## config.mk

```make
export PLATFORM = sky130hd
export DESIGN_NAME = wb2av
export DESIGN_NICKNAME = d
export VERILOG_FILES = /design/src/rtl/wb2av.sv
export SDC_FILE = /design/constraint.sdc
export NUM_CORES = 1
export LEC_CHECK = 0
export CAP_MARGIN = 15
export CORE_MARGIN = 3
export CORE_UTILIZATION = 35
export DETAILED_ROUTE_END_ITERATION = 6
export GPL_TIMING_DRIVEN = 0
export HOLD_SLACK_MARGIN = 0.06
export MAX_ROUTING_LAYER = met4
export PLACE_DENSITY = 0.59
export SLEW_MARGIN = 20
export SYNTH_ARGS = -nofsm -noshare
export SYNTH_HDL_FRONTEND = slang
export SYNTH_SLANG_ARGS = --single-unit
```

## constraint.sdc

```tcl
create_clock -name clk -period 2.83 [get_ports clk]
set_input_delay 0.566 -clock clk [delete_from_list [all_inputs] [get_ports clk]]
set_output_delay 0.566 -clock clk [all_outputs]
set_load 0.02 [all_outputs]
```

## src/rtl/wb2av.sv

```systemverilog
// wb2av: Wishbone B4 pipelined slave to Avalon-MM pipelined master bridge.
// Define WB2AV_CMD_REG_EN to insert a one-entry command register (+1 cycle).
module wb2av #(
  parameter int AW              = 32,
  parameter int DW              = 64,
  parameter int MAX_OUTSTANDING = 4
) (
  input  logic            clk,
  input  logic            rst_n,
  input  logic            wb_cyc,
  input  logic            wb_stb,
  input  logic            wb_we,
  input  logic [AW-1:0]   wb_adr,
  input  logic [DW-1:0]   wb_dat_i,
  input  logic [DW/8-1:0] wb_sel,
  output logic            wb_stall,
  output logic            wb_ack,
  output logic [DW-1:0]   wb_dat_o,
  output logic            wb_err,
  output logic            wb_rty,
  output logic [AW-1:0]   av_address,
  output logic [DW/8-1:0] av_byteenable,
  output logic            av_read,
  output logic            av_write,
  output logic [DW-1:0]   av_writedata,
  input  logic            av_waitrequest,
  input  logic [DW-1:0]   av_readdata,
  input  logic            av_readdatavalid
);

  localparam int CW = $clog2(MAX_OUTSTANDING + 1);
  localparam int PW = (MAX_OUTSTANDING > 1) ?
                      $clog2(MAX_OUTSTANDING) : 1;
  localparam logic [CW-1:0] MAXC  = CW'(MAX_OUTSTANDING);
  localparam logic [PW-1:0] LASTP = PW'(MAX_OUTSTANDING - 1);

  function automatic logic [PW-1:0] nxt(input logic [PW-1:0] p);
    return (p == LASTP) ? '0 : p + 1'b1;
  endfunction

  logic [MAX_OUTSTANDING-1:0] ord_q, ord_d;
  logic [PW-1:0]              owp_q, owp_d;
  logic [PW-1:0]              orp_q, orp_d;
  logic [CW-1:0]              ocnt_q, ocnt_d;

  logic [DW-1:0]              rmem_q [MAX_OUTSTANDING];
  logic [PW-1:0]              rwp_q, rwp_d;
  logic [PW-1:0]              rrp_q, rrp_d;
  logic [CW-1:0]              rcnt_q, rcnt_d;

  logic                       draining_q, draining_d;
  logic                       ack_q, ack_d;
  logic [DW-1:0]              dat_q, dat_d;

  logic          full;
  logic          pend_cmd;
  logic          push;
  logic          push_rd;
  logic          pop;
  logic          pop_rd;
  logic          head_vld;
  logic          head_rd;
  logic          rd_avail;
  logic          drain_set;
  logic          drain_clr;
  logic          discard;
  logic [DW-1:0] rd_head;

  assign wb_err   = 1'b0;
  assign wb_rty   = 1'b0;
  assign wb_ack   = ack_q;
  assign wb_dat_o = dat_q;

`ifdef WB2AV_CMD_REG_EN
  logic            creg_v_q, creg_v_d;
  logic            creg_we_q;
  logic [AW-1:0]   creg_adr_q;
  logic [DW-1:0]   creg_dat_q;
  logic [DW/8-1:0] creg_sel_q;
  logic            wb_acc;
  logic [CW:0]     occ;

  // The held command already owns an ordering slot.
  assign occ      = {1'b0, ocnt_q} + {{CW{1'b0}}, creg_v_q};
  assign full     = (occ >= {1'b0, MAXC});
  assign pend_cmd = creg_v_q;

  assign wb_stall = full | draining_q |
                    (creg_v_q & av_waitrequest);
  assign wb_acc   = wb_cyc & wb_stb & ~wb_stall;

  assign av_read       = creg_v_q & ~creg_we_q;
  assign av_write      = creg_v_q & creg_we_q;
  assign av_address    = creg_adr_q;
  assign av_byteenable = creg_sel_q;
  assign av_writedata  = creg_dat_q;

  always_comb begin
    creg_v_d = creg_v_q;
    if (wb_acc) begin
      creg_v_d = 1'b1;
    end else if (!av_waitrequest) begin
      creg_v_d = 1'b0;
    end
  end

  always_ff @(posedge clk or negedge rst_n) begin
    if (!rst_n) begin
      creg_v_q   <= 1'b0;
      creg_we_q  <= 1'b0;
      creg_adr_q <= '0;
      creg_dat_q <= '0;
      creg_sel_q <= '0;
    end else begin
      creg_v_q <= creg_v_d;
      if (wb_acc) begin
        creg_we_q  <= wb_we;
        creg_adr_q <= wb_adr;
        creg_dat_q <= wb_dat_i;
        creg_sel_q <= wb_sel;
      end
    end
  end
`else
  assign full     = (ocnt_q == MAXC);
  assign pend_cmd = 1'b0;

  assign av_read  = wb_cyc & wb_stb & ~wb_we &
                    ~full & ~draining_q;
  assign av_write = wb_cyc & wb_stb & wb_we &
                    ~full & ~draining_q;
  assign wb_stall = full | draining_q | av_waitrequest;

  assign av_address    = wb_adr;
  assign av_byteenable = wb_sel;
  assign av_writedata  = wb_dat_i;
`endif

  assign push    = (av_read | av_write) & ~av_waitrequest;
  assign push_rd = av_read & ~av_waitrequest;

  // Empty FIFOs forward this cycle's entry so acks land one cycle later.
  assign head_vld = (ocnt_q != '0) | push;
  assign head_rd  = (ocnt_q != '0) ? ord_q[orp_q] : push_rd;
  assign rd_avail = (rcnt_q != '0) | av_readdatavalid;
  assign rd_head  = (rcnt_q != '0) ? rmem_q[rrp_q] : av_readdata;

  assign pop    = head_vld & (~head_rd | rd_avail);
  assign pop_rd = pop & head_rd;

  assign drain_set = ~wb_cyc & ((ocnt_q != '0) | pend_cmd);
  assign drain_clr = (ocnt_q == '0) & (rcnt_q == '0) & ~pend_cmd;
  assign discard   = draining_q | drain_set;

  always_comb begin
    ord_d      = ord_q;
    owp_d      = owp_q;
    orp_d      = orp_q;
    ocnt_d     = ocnt_q;
    rwp_d      = rwp_q;
    rrp_d      = rrp_q;
    rcnt_d     = rcnt_q;
    draining_d = drain_set | (draining_q & ~drain_clr);
    ack_d      = pop & ~discard;
    dat_d      = pop_rd ? rd_head : '0;

    if (push) begin
      ord_d[owp_q] = push_rd;
      owp_d        = nxt(owp_q);
    end
    if (pop) begin
      orp_d = nxt(orp_q);
    end
    unique case ({push, pop})
      2'b10:   ocnt_d = ocnt_q + 1'b1;
      2'b01:   ocnt_d = ocnt_q - 1'b1;
      default: ocnt_d = ocnt_q;
    endcase

    if (av_readdatavalid) begin
      rwp_d = nxt(rwp_q);
    end
    if (pop_rd) begin
      rrp_d = nxt(rrp_q);
    end
    unique case ({av_readdatavalid, pop_rd})
      2'b10:   rcnt_d = rcnt_q + 1'b1;
      2'b01:   rcnt_d = rcnt_q - 1'b1;
      default: rcnt_d = rcnt_q;
    endcase
  end

  always_ff @(posedge clk or negedge rst_n) begin
    if (!rst_n) begin
      ord_q      <= '0;
      owp_q      <= '0;
      orp_q      <= '0;
      ocnt_q     <= '0;
      rwp_q      <= '0;
      rrp_q      <= '0;
      rcnt_q     <= '0;
      draining_q <= 1'b0;
      ack_q      <= 1'b0;
      dat_q      <= '0;
    end else begin
      ord_q      <= ord_d;
      owp_q      <= owp_d;
      orp_q      <= orp_d;
      ocnt_q     <= ocnt_d;
      rwp_q      <= rwp_d;
      rrp_q      <= rrp_d;
      rcnt_q     <= rcnt_d;
      draining_q <= draining_d;
      ack_q      <= ack_d;
      dat_q      <= dat_d;
    end
  end

  always_ff @(posedge clk or negedge rst_n) begin
    if (!rst_n) begin
      for (int i = 0; i < MAX_OUTSTANDING; i++) begin
        rmem_q[i] <= '0;
      end
    end else if (av_readdatavalid) begin
      rmem_q[rwp_q] <= av_readdata;
    end
  end

endmodule

```

* Word level (Yosys, flattened, before mapping)
Index checks and enable logic that the tools add are counted.
** Cells by class
- Magnitude comparators :: 6
- Multiplexer cells :: 20
- $add $sub $neg :: 8
- Equality and inequality tests :: 9
- Bitwise gates (word level) :: 33
- Reductions and logical operators :: 8
** Operators with widths (count)
- 2-to-1 mux 64 bit :: 5
- bitwise mux 256 bit :: 1
- binary-select mux 64 bit (select 2 bit) :: 1
- demux 64 bit (select 2 bit) :: 1
- AND 1 bit :: 15
- equality test 2 bit, second input constant :: 6
- one-hot mux 3 bit (2 select lines) :: 2
- adder 2 x 1 -> 2 bit, second input constant :: 4
- 2-to-1 mux 2 bit :: 4
- inverter 1 bit :: 8
- bitwise OR 1 bit :: 8
- adder 3 x 1 -> 3 bit, second input constant :: 2
- >= comparator 3 bit, second input constant :: 2
- zero test 3 bit :: 2
- less-than comparator 2 x 3 -> 1 bit, second input constant :: 2
- inverter 2 -> 3 bit :: 2
- nonzero test 3 bit :: 2
- subtractor 3 x 1 -> 3 bit, second input constant :: 2
- bitwise mux 4 bit :: 1
- equality test 2 x 1 -> 1 bit, second input constant :: 2
- nonzero test 2 bit :: 2
- equality test 3 bit, second input constant :: 1
- less-than comparator 3 x 1 -> 1 bit, second input constant :: 1
- 2-to-1 mux 1 bit :: 3
- 4 further kinds :: 5
** Word-level totals
- Input port bits :: 175
- Word-level logic and storage cells :: 98
- Flip-flop bits (word level) :: 340

* Depth between registers and ports, before layout
- Depth after elaboration :: 12
- Depth in mapped cells :: 10
- Depth with buffers taken out :: 10

* Worst setup path after synthesis
OpenSTA, ideal clock, no wires.
- Kind :: in2reg
- From :: input av_waitrequest
- To :: register ocnt_q[2]
- Path slack :: 0.319 ns
- Library setup time :: 0.079 ns
- Data arrival time :: 2.432 ns
- Data required time :: 2.751 ns
- Stages on the path :: 9
- Path through :: nor4_4 > inv_2 > a221oi_4 > ha_1 > inv_1 > fa_1 > xor2_1 > nor2_1 > xor2_1
** On the way
- Word-level cells in the longest chain between the ends :: 8
** Ends and longest elaborated chain
- from (decl) :: RTL line 26 : input logic av_waitrequest,
- inverter 1 bit (*) :: RTL line 139, 140
- AND 1 bit :: RTL line 140 : assign push_rd = av_read & ~av_waitrequest;
- 2-to-1 mux 1 bit :: RTL line 144 : assign head_rd = (ocnt_q != '0) ? ord_q[orp_q] : push_rd;
- inverter 1 bit :: RTL line 148 : assign pop = head_vld & (~head_rd | rd_avail);
- bitwise OR 1 bit :: RTL line 148
- AND 1 bit :: RTL line 148
- equality test 2 x 1 -> 1 bit or equality test 2 bit (tied branches) :: RTL line 174 : unique case ({push, pop})
- one-hot mux 3 bit (2 select lines) or nonzero test 2 bit (tied branches)
- to (signal assigned) :: RTL line 209 : ocnt_q <= ocnt_d;
- to (decl) :: RTL line 44 : logic [CW-1:0] ocnt_q, ocnt_d;
Mark *: on every way between the ends. The rest lies on a longest branch, timed or not.
A chain may end at the register's enable or synchronous reset.

* Final worst setup path
- From :: input wb_we
- To :: output av_read
** On the way
- Word-level cells in the longest chain between the ends :: 4
** Ends and longest elaborated chain
- from (decl) :: RTL line 12 : input logic wb_we,
- inverter 1 bit :: RTL line 128 : assign av_read = wb_cyc & wb_stb & ~wb_we &
- AND 1 bit (2 in a row) :: RTL line 128
- AND 1 bit :: RTL line 129 : ~full & ~draining_q;
- to (decl) :: RTL line 23 : output logic av_read,
Every way passes these cells.

==> metrics <==
root buffer cell=clkbuf_16; Pwr per Cell Area=1140 nW/um2; Post-Syn Area=15,500 um2; WHS=about 0.49 ns; ANT nets after route=0; IO Pins=349; placed cell area=roughly 19,000 um2; status=completed; final cell count without fillers=2,016; die area=46,700 um2; # setup viols final=0; vias in the first global route=approximately 11,000; CP Capture Point=av_read; switch share=between 30% and 40%; Seq pwr share=between 30% and 40%; Post-synth EDFFs=0; Worst EP required=roughly 2.3 ns; final slew viol count=0; initial antenna violation count=4; Fmax=about 370 MHz; initial drt markers=between 400 and 500; worst-margin pin slew=~0.95 ns; min cycle time layout=about 2.7 ns; Final GP Congestion=roughly 0.72; FP Rows=76; overall power=about 23,000 uW; Crit. End Element=output port; nets@finish=between 1,500 and 2,000; RSZ-0062 raised after global routing=false; htree depth=2; worst skew pair latency=0.55 ns; die height=~220 um; ranking of synthesized cells by area=dfrtp_1, mux2_2, mux4_2; YS warnings=0; fraction of registers with async set/reset=between 90% and 100%; most common cell in the netlist=dfrtp_1; Slew HR=a little under two fifths; Most used DFF post-synth=dfrtp_1; Comb pwr share=41.1%; synth-to-layout area growth=29.4%; final wirelength=roughly 40 mm; worst hold path class=reg -> reg; Initial Util=between 30% and 40%; CP max FO=7; reg2reg setup slack=between 0.2 and 0.25 ns; per-cell routed wire length=19.9 um; detailed-route via count=9,809; cell area after layout=20,000 um2; leading area contributor after synthesis=dfrtp_1; Lkg Pwr=0.00853 uW; Pre-antenna DRT Iters=4; worst r2r path cells=9; CTS Sinks=340; CP Data Arrival Time=about 2.1 ns; port bufs=about 240; worst vdd ir=roughly 0.00045 V; Hold Vio Cnt, Final=0; GRT Util Overall=17.8%; Worst-path clk slew=0.06 ns; max cap viols=0; reg-to-reg endpoint=ocnt_q[2]$_DFFE_PN0P_; die width=216 um; Power Internal=between 15,000 and 20,000 uW; clock skew=0.00790 ns; TritonCTS clock tree=yes; Syn Inst Count=roughly 1,100; total grt overflow=0; post-synth top area share=between 50 and 60%; syn_area_per_cell=13.9 um2; synth unique cells=33; core area=between 40,000 and 50,000 um2; Num CTS Buffers=39; sequential area share after synthesis=~55%; CP Launch Type=input pin; Tcrit/Tclk final=between 90% and 100%; Residual DRC=0; first-pass GRT wire length=around 63 mm; Crit. Startpoint=wb_we; Reg-to-Reg Start=orp_q[0]$_DFFE_PN0N_; Place WS=-0.522 ns; final setup margin=about 0.13 ns; placed cell count=approximately 1,900; vias per cell=around 4.9; kind of critical path=in -> out; largest net degree at the start of global routing=just under 100; Synth Register Bits=340; share of layout cells above drive strength 1=a little over a third; Clock power frac=between 20% and 30%; post-DP HPWL=around 27 mm; Longest Clk Path Bufs=3; most common library cells after synthesis=dfrtp_1, mux2_2, buf_4; Switch Pwr=7450 uW
layer usage:
metal | vias to the layer above | global-route usage, % | share of wire [%]
met2 | 279 | 29.7 | 50
met1 | 5026 | 21.9 | 42
met4 | 0 | 5.27 | 2.2
met3 | 61 | 3.73 | 5.9
met5 | - | - | 0
li1 | 4443 | - | -
worst min path at each step:
stage / start / to / slack [ns] / cells after the start
6_report: rcnt_q[2]$_DFFE_PN0P_ / rcnt_q[2]$_DFFE_PN0P_ / 0.49 / 1
5_1_grt: rmem_q[39]$_DFFE_PN0P_ / rmem_q[39]$_DFFE_PN0P_ / 0.51 / 1
4_1_cts: rcnt_q[2]$_DFFE_PN0P_ / rcnt_q[2]$_DFFE_PN0P_ / 0.50 / 1
3_5_place_dp: rcnt_q[2]$_DFFE_PN0P_ / rcnt_q[2]$_DFFE_PN0P_ / 0.48 / 1
3_3_place_gp: rcnt_q[2]$_DFFE_PN0P_ / rcnt_q[2]$_DFFE_PN0P_ / 0.48 / 1
2_1_floorplan: rst_n / draining_q$_DFF_PN0_ / 0.27 / 0
kinds of logic (layout without fill, tap and decap cells):
group                      after synthesis  count (layout)  share of synthesized area [%]
AOI/OAI and AO/OA                       71              71                           2.44
adders and majority gates               14              14                           1.23
and+or+nand+nor                        163             163                           4.96
other                                    1               6                         0.0243
DFF                                    340             340                           55.0
xor gates and xnor gates                 6               6                          0.340
muxes                                  331             331                           28.8
buffers and inverters                  186             500                           7.19
state kept, by name (all words and copies together), names as in the netlist:
register    count
draining_q      1
ocnt_q          3
ord_q           4
orp_q           2
owp_q           2
rcnt_q          3
rmem_q        256
rrp_q           2
rwp_q           2
wb_ack          1
wb_dat_o       64
layout make-up:
| type | count | area [um2] |
|---|---|---|
| timing repair buffer | 247 | 2530 |
| tap | 585 | 732 |
| inverter | 13 | 48.8 |
| buffer | 173 | 1060 |
| sequential | 340 | 8510 |
| clock inverter | 13 | 131 |
| antenna | 4 | 10.0 |
| fill | 3945 | 23300 |
| multi-input combinational | 587 | 5870 |
| clock buffer | 54 | 1120 |
metrics by stage:
step	TNS, ns	utilization [%]
6_report	0	46.2
3_3_place_gp	-4753.59	42.9
4_1_cts	0	46.1
3_5_place_dp	-91.84	43.1
5_1_grt	0	46.2
2_1_floorplan	0	-
placed cells by master, fill, tap and decap left out, types with 3 or more instances in the layout:
cell	instances
a21oi_1	66
buf_1	5
buf_16	3
buf_2	13
buf_4	107
clkbuf_1	54
clkbuf_16	39
clkbuf_8	9
clkdlybuf4s50_1	240
clkinv_2	6
dfrtp_1	340
diode_2	4
ha_1	12
inv_1	12
inv_6	3
mux2_1	3
mux2_2	258
mux2i_1	5
mux4_2	65
nand2_1	75
nand3_1	64
nor2_1	8
o21ai_0	3
or3_1	3
xnor2_1	3
xor2_1	3
worst max-delay path, cell delays in order:
cell	delay [ns]
clkdlybuf4s50_1	0.57
nor4_1	0.34
clkdlybuf4s50_1	0.66
power groups by stage:
stage	combinational (uW)	clock, uW	sequential (uW)
final	9380	4950	8500
after CTS	9540	5120	8490
after detailed placement	9490	0	8560
after global placement	9320	0	8510
after global routing	10200	5310	8800
after floorplan	6100	0	8740
timing repair:
item,in CTS,in global routing
hold buffers,1,0
hold endpoints to repair,65,0
setup endpoints to repair,0,6
resized for setup,0,6
setup buffers,0,1
Note: power is estimated with default switching activity, not from simulation.
